===== src/rtl/fifo_wr_arbiter_if.sv =====
`default_nettype none
// ============================================================================
// Module   : fifo_wr_arbiter_if
// Purpose  : Producer-side valid/ready streams and FIFO write port of the
//            round-robin FIFO write arbiter.
// Revision : 1.0 - initial release
// ============================================================================
interface fifo_wr_arbiter_if #(
    parameter int NUM_REQ    = 4,
    parameter int DATA_WIDTH = 32,
    parameter int ID_W       = 2
);
    logic [NUM_REQ-1:0]            req_valid;
    logic [NUM_REQ*DATA_WIDTH-1:0] req_data;
    logic [NUM_REQ-1:0]            req_ready;
    logic [DATA_WIDTH-1:0]         fifo_input_data;
    logic                          fifo_write;
    logic                          fifo_full;
    logic                          busy;
    logic [ID_W-1:0]               owner;

    // Producers plus the FIFO status side drive the bus.
    modport master (
        output req_valid, req_data, fifo_full,
        input  req_ready, fifo_input_data, fifo_write, busy, owner
    );

    // The arbiter itself.
    modport slave (
        input  req_valid, req_data, fifo_full,
        output req_ready, fifo_input_data, fifo_write, busy, owner
    );
endinterface
`default_nettype wire


===== src/rtl/fifo_wr_arbiter.sv =====
`default_nettype none
// ============================================================================
// Module   : fifo_wr_arbiter
// Purpose  : Round-robin, burst-bounded arbiter sharing one FIFO write port
//            between NUM_REQ valid/ready producers.
// Revision : 1.0 - initial release
// ============================================================================
module fifo_wr_arbiter #(
    parameter int NUM_REQ    = 4,
    parameter int DATA_WIDTH = 32,
    parameter int BURST      = 4,
    parameter int ID_W       = 2
) (
    input  logic               clk,
    input  logic               reset,
    fifo_wr_arbiter_if.slave   bus
);

    typedef enum logic [0:0] {
        IDLE = 1'b0,
        BUSY = 1'b1
    } state_t;

    localparam logic [7:0]      c_last_beat = 8'(BURST - 1);
    localparam logic [ID_W-1:0] c_last_id   = ID_W'(NUM_REQ - 1);

    state_t                r_state;
    logic [ID_W-1:0]       r_rr_ptr;
    logic [ID_W-1:0]       r_owner;
    logic [7:0]            r_burst_cnt;

    state_t                w_state_nxt;
    logic [ID_W-1:0]       w_rr_nxt;
    logic [ID_W-1:0]       w_owner_nxt;
    logic [7:0]            w_cnt_nxt;

    logic [DATA_WIDTH-1:0] w_slices [NUM_REQ];
    logic                  w_owner_valid;
    logic                  w_xfer;
    logic                  w_any;
    logic [ID_W-1:0]       w_pick;
    int                    w_idx;
    logic [ID_W-1:0]       w_idx_id;
    logic [NUM_REQ-1:0]    w_ready;
    logic                  w_write;
    logic [ID_W-1:0]       w_owner_inc;

    for (genvar g = 0; g < NUM_REQ; g++) begin : g_slice
        assign w_slices[g] = bus.req_data[g*DATA_WIDTH +: DATA_WIDTH];
    end

    assign w_owner_valid = bus.req_valid[r_owner];
    assign w_xfer        = (r_state == BUSY) && w_owner_valid && !bus.fifo_full;
    // Explicit wrap keeps non-power-of-two NUM_REQ inside the legal range.
    assign w_owner_inc   = (r_owner == c_last_id) ? '0 : r_owner + ID_W'(1);

    // First valid requester at or above rr_ptr, wrapping modulo NUM_REQ.
    always_comb begin
        w_any    = 1'b0;
        w_pick   = r_rr_ptr;
        w_idx    = 0;
        w_idx_id = '0;
        for (int k = 0; k < NUM_REQ; k++) begin
            w_idx = int'(r_rr_ptr) + k;
            if (w_idx >= NUM_REQ) begin
                w_idx = w_idx - NUM_REQ;
            end
            w_idx_id = ID_W'(w_idx);
            if (!w_any && bus.req_valid[w_idx_id]) begin
                w_any  = 1'b1;
                w_pick = w_idx_id;
            end
        end
    end

    always_ff @(posedge clk or negedge reset) begin
        if (!reset) begin
            r_state     <= IDLE;
            r_rr_ptr    <= '0;
            r_owner     <= '0;
            r_burst_cnt <= '0;
        end else begin
            r_state     <= w_state_nxt;
            r_rr_ptr    <= w_rr_nxt;
            r_owner     <= w_owner_nxt;
            r_burst_cnt <= w_cnt_nxt;
        end
    end

    always_comb begin
        w_state_nxt = r_state;
        w_rr_nxt    = r_rr_ptr;
        w_owner_nxt = r_owner;
        w_cnt_nxt   = r_burst_cnt;
        w_ready     = '0;
        w_write     = 1'b0;
        case (r_state)
            IDLE: begin
                if (w_any) begin
                    w_owner_nxt = w_pick;
                    w_cnt_nxt   = '0;
                    w_state_nxt = BUSY;
                end
            end
            BUSY: begin
                w_write = w_owner_valid;
                if (!bus.fifo_full) begin
                    w_ready = NUM_REQ'(1) << r_owner;
                end
                // Releasing owner moves to the back of the round-robin order.
                if (!w_owner_valid || (w_xfer && (r_burst_cnt == c_last_beat))) begin
                    w_state_nxt = IDLE;
                    w_rr_nxt    = w_owner_inc;
                    w_cnt_nxt   = '0;
                end else if (w_xfer) begin
                    w_cnt_nxt   = r_burst_cnt + 8'd1;
                end
            end
            default: begin
                w_state_nxt = IDLE;
            end
        endcase
    end

    assign bus.req_ready       = w_ready;
    assign bus.fifo_write      = w_write;
    assign bus.fifo_input_data = w_slices[r_owner];
    assign bus.busy            = (r_state == BUSY);
    assign bus.owner           = r_owner;

endmodule
`default_nettype wire


===== src/flat_wrapper.sv =====
// flat-port wrapper written by rule: the top's interface ports become plain ports
module fifo_wr_arbiter_flat 
#(
    parameter int NUM_REQ    = 4,
    parameter int DATA_WIDTH = 32,
    parameter int BURST      = 4,
    parameter int ID_W       = 2
)
  (clk, reset, bus_req_valid, bus_req_data, bus_fifo_full, bus_req_ready, bus_fifo_input_data, bus_fifo_write, bus_busy, bus_owner);
  fifo_wr_arbiter_if #(.NUM_REQ(NUM_REQ), .DATA_WIDTH(DATA_WIDTH), .ID_W(ID_W)) bus_i ();
  input  logic clk;
  input  logic reset;
  input wire logic [$bits(bus_i.req_valid)-1:0] bus_req_valid;
  input wire logic [$bits(bus_i.req_data)-1:0] bus_req_data;
  input wire logic [$bits(bus_i.fifo_full)-1:0] bus_fifo_full;
  output wire logic [$bits(bus_i.req_ready)-1:0] bus_req_ready;
  output wire logic [$bits(bus_i.fifo_input_data)-1:0] bus_fifo_input_data;
  output wire logic [$bits(bus_i.fifo_write)-1:0] bus_fifo_write;
  output wire logic [$bits(bus_i.busy)-1:0] bus_busy;
  output wire logic [$bits(bus_i.owner)-1:0] bus_owner;
  assign bus_i.req_valid = bus_req_valid;
  assign bus_i.req_data = bus_req_data;
  assign bus_i.fifo_full = bus_fifo_full;
  assign bus_req_ready = bus_i.req_ready;
  assign bus_fifo_input_data = bus_i.fifo_input_data;
  assign bus_fifo_write = bus_i.fifo_write;
  assign bus_busy = bus_i.busy;
  assign bus_owner = bus_i.owner;
  fifo_wr_arbiter #(.NUM_REQ(NUM_REQ), .DATA_WIDTH(DATA_WIDTH), .BURST(BURST), .ID_W(ID_W)) u_core (.clk(clk), .reset(reset), .bus(bus_i));
endmodule

===== config.mk =====
export PLATFORM = sky130hd
export DESIGN_NAME = fifo_wr_arbiter_flat
export DESIGN_NICKNAME = d
export VERILOG_FILES = /design/src/rtl/fifo_wr_arbiter_if.sv /design/src/rtl/fifo_wr_arbiter.sv /design/src/flat_wrapper.sv
export SDC_FILE = /design/constraint.sdc
export NUM_CORES = 1
export LEC_CHECK = 0
export BUFFER_PORTS_ARGS = -buffer_cell sky130_fd_sc_hd__buf_4
export CAP_MARGIN = 10
export CORE_UTILIZATION = 32
export DETAILED_ROUTE_END_ITERATION = 8
export GPL_ROUTABILITY_DRIVEN = 0
export PLACE_DENSITY = 0.83
export SYNTH_ARGS = -nofsm -noshare
export SYNTH_HDL_FRONTEND = slang
export SYNTH_SLANG_ARGS = --single-unit
export TNS_END_PERCENT = 5

===== constraint.sdc =====
create_clock -name clk -period 1.78 [get_ports clk]
set_clock_uncertainty 0.05 [all_clocks]
set_input_delay 0.178 -clock clk [delete_from_list [all_inputs] [get_ports clk]]
set_output_delay 0.178 -clock clk [all_outputs]
set_load 0.1 [all_outputs]

* Word level (Yosys, flattened, before mapping)
Cells that the tools add are included.
** Word-level totals
- Word-level logic and storage cells :: 81
- Bits of input ports :: 135
- Flip-flop bits (word level) :: 13
** Operators by class
- Bitwise logic cells :: 2
- $lt $le $gt $ge :: 10
- Shift operators :: 1
- Mux-type cells :: 36
- Add/subtract/negate cells :: 9
- Equal/unequal tests :: 4
- Reductions and logical operators :: 15
** Operator list (count)
- $bmux 32 s2 :: 1
- $mux 32 :: 2
- $mux 8 :: 3
- $mux 2 :: 9
- $pmux 8 s2 :: 1
- $lt 2x3->1 const B :: 5
- $ge 3x3->1 const B :: 4
- $mux 1 :: 12
- $bmux 1 s2 :: 5
- $add 8x1->8 const B :: 1
- $eq 8x2->1 const B :: 1
- $mux 4 :: 2
- $sub 2x1->2 const B :: 4
- $add 2x2->3 const B :: 2
- $logic_and 1x1->1 :: 6
- $reduce_and 2->1 :: 3
- $logic_not 1->1 :: 5
- $shl 1x2->4 const A :: 1
- $add 2x1->3 const B :: 1
- $ge 2x3->1 const B :: 1
- $ne 3x3->1 const B :: 1
- $not 2->3 :: 1
- $add 2x1->2 const B :: 1
- $eq 2x2->1 const B :: 1
- 4 further kinds :: 4

* Logic depth before layout (Yosys ltp)
Gate-level depths: netlist of run 1.
- Word-level depth :: 16
- Gate-level depth with buffers :: 5
- Depth with buffers taken out :: 5

* Least setup slack after synthesis of run 1
OpenSTA, ideal clock, no wires.
- Path kind :: reg-to-reg
- Start point :: register u_core.r_owner[0], in the netlist u_core.bus.owner[0]
- End point :: register u_core.r_burst_cnt[4]
- Data required time :: 1.604 ns
- Period minus slack after synthesis :: 3.024 ns
- Stages on the path, launching flop included :: 6
- Buffers on the path :: 1
- Setup slack :: -1.244 ns
- Arrival :: 2.848 ns
- Cells stage by stage :: dfrtp_1 buf_6 mux4_2 and2_1 and3_1 a221o_1
** Between the ends
- Word-level cells in the longest chain between the ends :: 8
- Elaborated cells between the ends (all ways) :: 11
- Classes of those cells :: 1 x eq/ne; 4 x mux; 6 x reduce/logical
** Ends and longest elaborated chain
- start: declaration :: RTL line fifo_wr_arbiter.sv:29 : logic [ID_W-1:0] r_owner;
- start signal: assignment :: RTL line fifo_wr_arbiter.sv:85 : r_owner <= w_owner_nxt;
- $bmux 1 s2 * :: RTL line fifo_wr_arbiter.sv:52 : assign w_owner_valid = bus.req_valid[r_owner];
- $mux 1 (not written as such) * :: RTL line fifo_wr_arbiter.sv:52
- $logic_and 1x1->1 (2 in series) :: RTL line fifo_wr_arbiter.sv:53 : assign w_xfer = (r_state == BUSY) && w_owner_valid && !bus.fifo_full;
- $logic_and 1x1->1 :: RTL line fifo_wr_arbiter.sv:111 : if (!w_owner_valid || (w_xfer && (r_burst_cnt == c_last_beat))) begin
- $logic_or 1x1->1 :: RTL line fifo_wr_arbiter.sv:111
- $mux 8 or $ne 3x3->1 (tied branches)
- $pmux 8 s2 or $reduce_and 2->1 (tied branches)
- end signal: assignment :: RTL line fifo_wr_arbiter.sv:86 : r_burst_cnt <= w_cnt_nxt;
- end: declaration :: RTL line fifo_wr_arbiter.sv:30 : logic [7:0] r_burst_cnt;
Mark *: on every way between the ends. The rest lies on a longest branch, timed or not. The select of a mux whose other input is x is not followed.
A chain may end at the register's enable or synchronous reset.

* Final worst setup path of run 1
- Start point :: register u_core.r_owner[0], in the netlist u_core.bus.owner[0]
- End point :: output port bus_fifo_input_data[15]
** Between the ends
- Word-level cells in the longest chain between the ends :: 4
** Ends and longest elaborated chain
- $not 2->3 (not written as such) :: RTL line fifo_wr_arbiter.sv:127 : assign bus.fifo_input_data = w_slices[r_owner];
- $bmux 32 s2 :: RTL line fifo_wr_arbiter.sv:127
- $mux 32 (not written as such) (2 in series) :: RTL line fifo_wr_arbiter.sv:127
- end: declaration :: RTL line flat_wrapper.sv:17 : output wire logic [$bits(bus_i.fifo_input_data)-1:0] bus_fifo_input_data;
No other way between the ends. The select of a mux whose other input is x is not followed.

==> results_dict.tcl, run 1 <==
set metrics [dict create \
    maxCapViolCount 0 \
    dieArea_um2 5310 \
    cts_max_level 1 \
    reg2reg_from "u_core.r_burst_cnt[0]$_DFFE_PN0P_" \
    synth.top_cell.area_share_pct 46.3 \
    clkSinkCount 13 \
    ant_nets 0 \
    ys.warnings.count 0 \
    n_antenna_cell 0 \
    synth_common_cells "mux4_2, dfrtp_1, a22o_1, nor2b_1, o21ai_0" \
    drv_slew 0 \
    fin_area_um2 3480 \
    setup_slack_ps -158 \
    multiInputGateArea_um2 1250 \
    dp_hpwl_um 6330 \
    status "complete, but fails checks" \
    post-route-period-util_pct 109 \
    clkLatencyLatePin_ps 250 \
    tightest_slew_ps 388 \
    cts_setup_buffers 0 \
    layout.area.seq_um2 334 \
    worstHoldStart "bus_req_valid[1]" \
    hold_viol 0 \
    routedWlPerCell_um 20.0 \
    placed_area_um2 3110 \
    syn-cell-area_um2 1610 \
    synthTopCellsByArea "mux4_2, dfrtp_1, ha_1" \
    rsz0062_at_grt "true" \
    fin_nets 455 \
    cp.arrival_ps 1710 \
    globalRouteTotalUtil_pct 27.7 \
    port_buffers 174 \
    wl_um 7620 \
    drtPass1Iterations 4 \
    ys_types 33 \
    yosysSeqAreaShare_pct 20.2 \
    cts_root_buf "clkbuf_8" \
    grt_max_degree 22 \
    vias 2036 \
    slew_headroom_pct 73.9 \
    critPathCaptureType "output pin" \
    cts_tree "done" \
    yosysMostFrequentCell "mux4_2" \
    ys_seq_elements 13 \
    reg2reg_to "u_core.r_burst_cnt[4]$_DFFE_PN0P_" \
    fill_cells 346 \
    placed_cells 373 \
    coreArea_um2 4790 \
    rrSetupSlack_ps -110 \
    min_path_type "primary input to register" \
    synth_top_area_cell "mux4_2" \
    ys.flop_type "dfrtp_1" \
    num_io_pins 175 \
    critPathMaxFanout 9 \
    hold_path_end "u_core.bus.owner[1]$_DFFE_PN0P_" \
    die_h_um 72.9 \
    area_delta_synth_final_pct 117 \
    ctsLongestPathBuffers 2 \
    die_width_um 72.9 \
    synth_edf_count 0 \
    antenna_found_initial 0 \
    power_mw 8.03 \
    p_leak_nw 1.69 \
    initial_core_util_pct 33.6 \
    route.detailed.drc 0 \
    final_layout_size_suffix_gt1_share_pct 77.7 \
    max-vdd-ir-drop_v 0.00113 \
    synth_nets 265 \
    rr_worst_depth 5 \
    grt_pass1_wl_um 10500 \
    cp.required_ps 1550 \
    netlist_instances 125 \
    overflow 0 \
    whs_path_depth 3 \
    path_class "register to output pin" \
    period_minus_slack_ps 1940 \
    viasPerCell 5.34 \
    clk_pin_slew_worst_paths_ps 50 \
    numCtsBuffers 3 \
    rows 25 \
    synthArstFlopShare_pct 100 \
    start_kind "register" \
    p_per_area_nw_per_um2 2310 \
    violations "negative setup slack" \
    synth_area_per_cell_um2 12.9 \
    setup_viol 43 \
    stdcell_count 381 \
    grt_pass1_vias 1991 \
    drtIter0Drc 72 \
    fmax_mhz 516 \
]
flip-flops by register name, summed over array words and instances (netlist names):
signal and count:
u_core.r_burst_cnt 8, u_core.bus.owner 2, u_core.r_rr_ptr 2, u_core.bus.busy 1
layer usage:
metal	vias up	GRT usage, %	part of all wire (%)
met5	-	0	0
met4	0	8.50	2.2
met3	19	11.2	13
met2	138	47.7	51
met1	971	31.4	33
li1	908	-	-
where the power goes:
| part | internal (mW) | switching (mW) | leakage [nW] | total (mW) |
|---|---|---|---|---|
| sequential | 0.394 | 0.108 | 0.166 | 0.502 |
| combinational | 2.47 | 4.79 | 1.50 | 7.26 |
| clock | 0.158 | 0.109 | 0.0228 | 0.267 |
worst max-delay path, stage by stage (launching register included):
cell and delay (ps):
dfrtp_4 430, buf_12 150, buf_16 150, mux4_2 550
buf_12 190
per-stage QoR:
stage	utilization [%]	TNS [ps]	hold WS, ps	setup WS [ps]
after floorplan	-	-13650	-168	-477
after global placement	64.9	-350	-20.4	-86.9
after detailed placement	64.9	-825	-18.9	-145
after CTS	71.7	-5060	213	-171
after global routing	72.7	-6970	246	-194
final	72.7	-4820	215	-158
final cells by class:
| class | count | area share [%] |
|---|---|---|
| flip-flops and latches | 13 | 9.60 |
| well taps | 67 | 2.41 |
| clock buffers | 4 | 1.29 |
| multi-input cells | 101 | 36.0 |
| inverters | 3 | 0.395 |
| repair buffers | 193 | 50.3 |
layout by cell type (no fill, tap or decap), drive strengths merged, types with 6 or more instances in the layout:
cell type  instances
buf              191
mux4              33
dfrtp             13
o21ai              9
a22o               7
nor2b              7
nor2               7
and3               6
and2               6
cells by family (layout without fill, tap and decap cells):
logic type	Yosys count	count (layout)	synth area share [%]
muxes	37	37	49.0
DFF	13	13	20.2
AOI/OAI and AO/OA	24	24	10.9
buffers and inverters	11	200	3.27
adders and majority gates	5	5	3.89
and+or+nand+nor	35	35	12.7
repair_timing:
item | in CTS | in global routing
setup endpoints to repair | 45 | 47
endpoints found under the hold margin | 13 | 0
pin swaps | 3 | 3
hold buffers | 1 | 0
gates cloned | 2 | 1
resized for setup | 60 | 7
worst max path at each step:
stage	start	to	slack, ps	cells after the start
6_report	u_core.bus.owner[0]$_DFFE_PN0P_	bus_fifo_input_data[15]	-160	4
5_1_grt	u_core.r_burst_cnt[1]$_DFFE_PN0P_	u_core.r_burst_cnt[4]$_DFFE_PN0P_	-190	5
4_1_cts	u_core.bus.owner[0]$_DFFE_PN0P_	bus_fifo_input_data[18]	-170	4
3_5_place_dp	u_core.r_burst_cnt[0]$_DFFE_PN0P_	u_core.r_burst_cnt[3]$_DFFE_PN0P_	-150	5
3_3_place_gp	u_core.r_burst_cnt[0]$_DFFE_PN0P_	u_core.r_burst_cnt[4]$_DFFE_PN0P_	-90	5
2_1_floorplan	u_core.bus.owner[0]$_DFFE_PN0P_	u_core.r_burst_cnt[4]$_DFFE_PN0P_	-480	5
Power figures use the tool's default switching activity.
==> inputs of run 2 (changes only) <==
--- a/config.mk
+++ b/config.mk
@@ -5,9 +5,10 @@
 export SDC_FILE = /design/constraint.sdc
 export NUM_CORES = 1
 export LEC_CHECK = 0
+export ABC_AREA = 1
 export BUFFER_PORTS_ARGS = -buffer_cell sky130_fd_sc_hd__buf_4
 export CAP_MARGIN = 10
-export CORE_UTILIZATION = 32
+export CORE_UTILIZATION = 35
 export DETAILED_ROUTE_END_ITERATION = 8
 export GPL_ROUTABILITY_DRIVEN = 0
 export PLACE_DENSITY = 0.83
==> run 2 against run 1 <==
Effect of this change: the flow still finishes with violations (negative setup slack); global-route usage grew 9.5 points; sequential cell count is the same; wire length up 89%; critical path depth increased by 1; hold slack better by 41 ps; cell count increased by 58%; critical endpoint is now bus_fifo_input_data[19]; largest cell class unchanged.
==> results_dict.tcl, run 2 <==
set metrics [dict create \
    status "complete, but fails checks" \
    violations "negative setup slack" \
    reg2reg_to "u_core.r_burst_cnt[1]$_DFFE_PN0P_" \
    slew_headroom_pct 65.3 \
    port_buffers 174 \
    yosysSeqAreaShare_pct 16.7 \
    placed_cells 590 \
    cp.arrival_ps 1820 \
    die_h_um 76.6 \
    ys_types 26 \
    rsz0062_at_grt "true" \
    synth.top_cell.area_share_pct 17.7 \
    cp_slowest_cell "dfrtp_4" \
    cp_cell_sequence "inv_8 -> buf_12 -> o21ai_1 -> o22ai_4 -> buf_12" \
    cp.required_ps 1550 \
    synth_nets 490 \
    syn-cell-area_um2 1950 \
    area_delta_synth_final_pct 143 \
    overflow 0 \
    most-common-layout-cells "buf_4, nor2_1, nand2_1" \
    yosysMostFrequentCell "nor2_1" \
    rr_worst_depth 12 \
    min_path_type "primary input to async pin" \
    antenna_found_initial 1 \
    routedWlPerCell_um 23.9 \
    dp_hpwl_um 7140 \
    ys.flop_type "dfrtp_1" \
    cts_tree "done" \
    synthTopCellsByArea "o21ai_0, dfrtp_1, nor2_1" \
    placed_area_um2 3920 \
    vias 3815 \
    dieArea_um2 5870 \
    initial_core_util_pct 37.2 \
    num_io_pins 175 \
    numCtsBuffers 3 \
    reg2reg_from "u_core.bus.owner[0]$_DFFE_PN0P_" \
    coreArea_um2 5240 \
    globalRouteTotalUtil_pct 37.1 \
    critPathMaxFanout 12 \
    ys_seq_elements 13 \
    wl_um 14400 \
    synth_area_per_cell_um2 5.57 \
    drv_slew 0 \
    route.detailed.drc 0 \
    ant_nets 0 \
    ys.warnings.count 0 \
    rows 26 \
    path_class "register to output pin" \
    largest_reg_flops 8 \
    drtPass1Iterations 7 \
    post-route-period-util_pct 115 \
    grt_pass1_wl_um 17100 \
    hold_viol 0 \
    tightest_slew_ps 517 \
    max_flop_register "u_core.r_burst_cnt" \
    fin_nets 673 \
    drtIter0Drc 600 \
    hold_ws_ps 256 \
    grt_max_degree 65 \
    layout_commonest_cell "buf_4" \
    synth_top_area_cell "o21ai_0" \
    synth_common_cells "nor2_1, o21ai_0, nand2_1" \
    synth_edf_count 0 \
    clkSinkCount 13 \
    grt_pass1_vias 3350 \
    netlist_instances 350 \
    ctsLongestPathBuffers 2 \
    critPathMaxStageDelay_ps 540 \
    final_layout_size_suffix_gt1_share_pct 55.3 \
    critPathCaptureType "output pin" \
    period_minus_slack_ps 2050 \
    synthArstFlopShare_pct 100 \
    setup_viol 47 \
    path_common_cell "buf_12" \
    fmax_mhz 487 \
    cts_root_buf "clkbuf_8" \
    setup_slack_ps -272 \
    clk_pin_slew_worst_paths_ps 60 \
    start_kind "register" \
    rrSetupSlack_ps -100 \
    viasPerCell 6.33 \
    cts_max_level 1 \
    die_width_um 76.6 \
    stdcell_count 603 \
    fin_area_um2 4740 \
    maxCapViolCount 0 \
    clkLatencyLatePin_ps 250 \
]
[run 2: changes by cell type after synthesis, moves of 7 or more]
cell      delta
nor2b_1      -7
inv_1       +12
nand3_1     +19
o21ai_0     +62
nor2_1      +77
nand2_2      +7
a22o_1       -7
mux4_2      -33
o22ai_1     +31
nand2_1     +58
clkbuf_1    +15
[run 2: worst max-delay path: cells and delay by family (launching register included)]
family	cells	cell delay (ps)
compound gates	2	570
buf+inv	3	450
flops	1	540
[run 2: cells by family after synthesis]
family / synth area share (%)
adders and majority gates: 3.21
buffers and inverters: 9.06
DFF: 16.7
xor gates and xnor gates: 2.70
AOI/OAI and AO/OA: 31.3
and+or+nand+nor: 37.0
[run 2: how the worst max path moves through the flow]
stage | startpoint | endpoint | slack [ps] | depth (start not counted)
after CTS | u_core.bus.owner[0]$_DFFE_PN0P_ | bus_fifo_input_data[12] | -40 | 4
after global placement | u_core.bus.owner[0]$_DFFE_PN0P_ | bus_fifo_input_data[6] | -8 | 4
final | u_core.bus.owner[0]$_DFFE_PN0P_ | bus_fifo_input_data[19] | -270 | 5
after detailed placement | u_core.bus.owner[0]$_DFFE_PN0P_ | bus_fifo_input_data[6] | 10 | 4
after global routing | u_core.bus.owner[0]$_DFFE_PN0P_ | bus_fifo_input_data[5] | -340 | 4
after floorplan | u_core.bus.owner[1]$_DFFE_PN0P_ | u_core.r_burst_cnt[6]$_DFFE_PN0P_ | -390 | 11
[run 2: layout make-up]
| cell class | count | area, µm² |
|---|---|---|
| Sequential cell | 13 | 337 |
| Fill cell | 183 | 500 |
| Timing Repair Buffer | 201 | 2120 |
| Clock buffer | 4 | 45.0 |
| Multi-Input combinational cell | 295 | 2070 |
| Tap cell | 70 | 87.6 |
| Inverter | 19 | 81.3 |
| Antenna cell | 1 | 2.50 |
[run 2: per-stage QoR]
stage | setup TNS [ps] | setup slack, ps | utilization, %
3_5_place_dp | 0 | 11.6 | 74.8
5_1_grt | -6300 | -340 | 90.4
3_3_place_gp | -8.11 | -8.11 | 74.8
6_report | -3990 | -272 | 90.4
2_1_floorplan | -15510 | -390 | -
4_1_cts | -512 | -38.7 | 85.7
[run 2: repair_timing]
item                       4_1_cts  5_1_grt
gates resized for setup        148       73
buffers inserted                 3        0
hold endpoints to repair        13        0
pin swaps                        1        7
gates cloned                     1        3
setup endpoints to repair       36       50
hold buffers                     1        0
[run 2: layer usage]
metal,part of all wire [%],up-vias,global-route usage [%]
li1,-,1551,-
met1,33,1719,38.2
met2,46,396,66.5
met3,12,149,10.2
met4,8.2,0,22.7
met5,0,-,0
Power of run 2 is left out: the tool's default activity adds up to more than one toggle a clock period on the data nets, which glitch-free logic cannot reach.
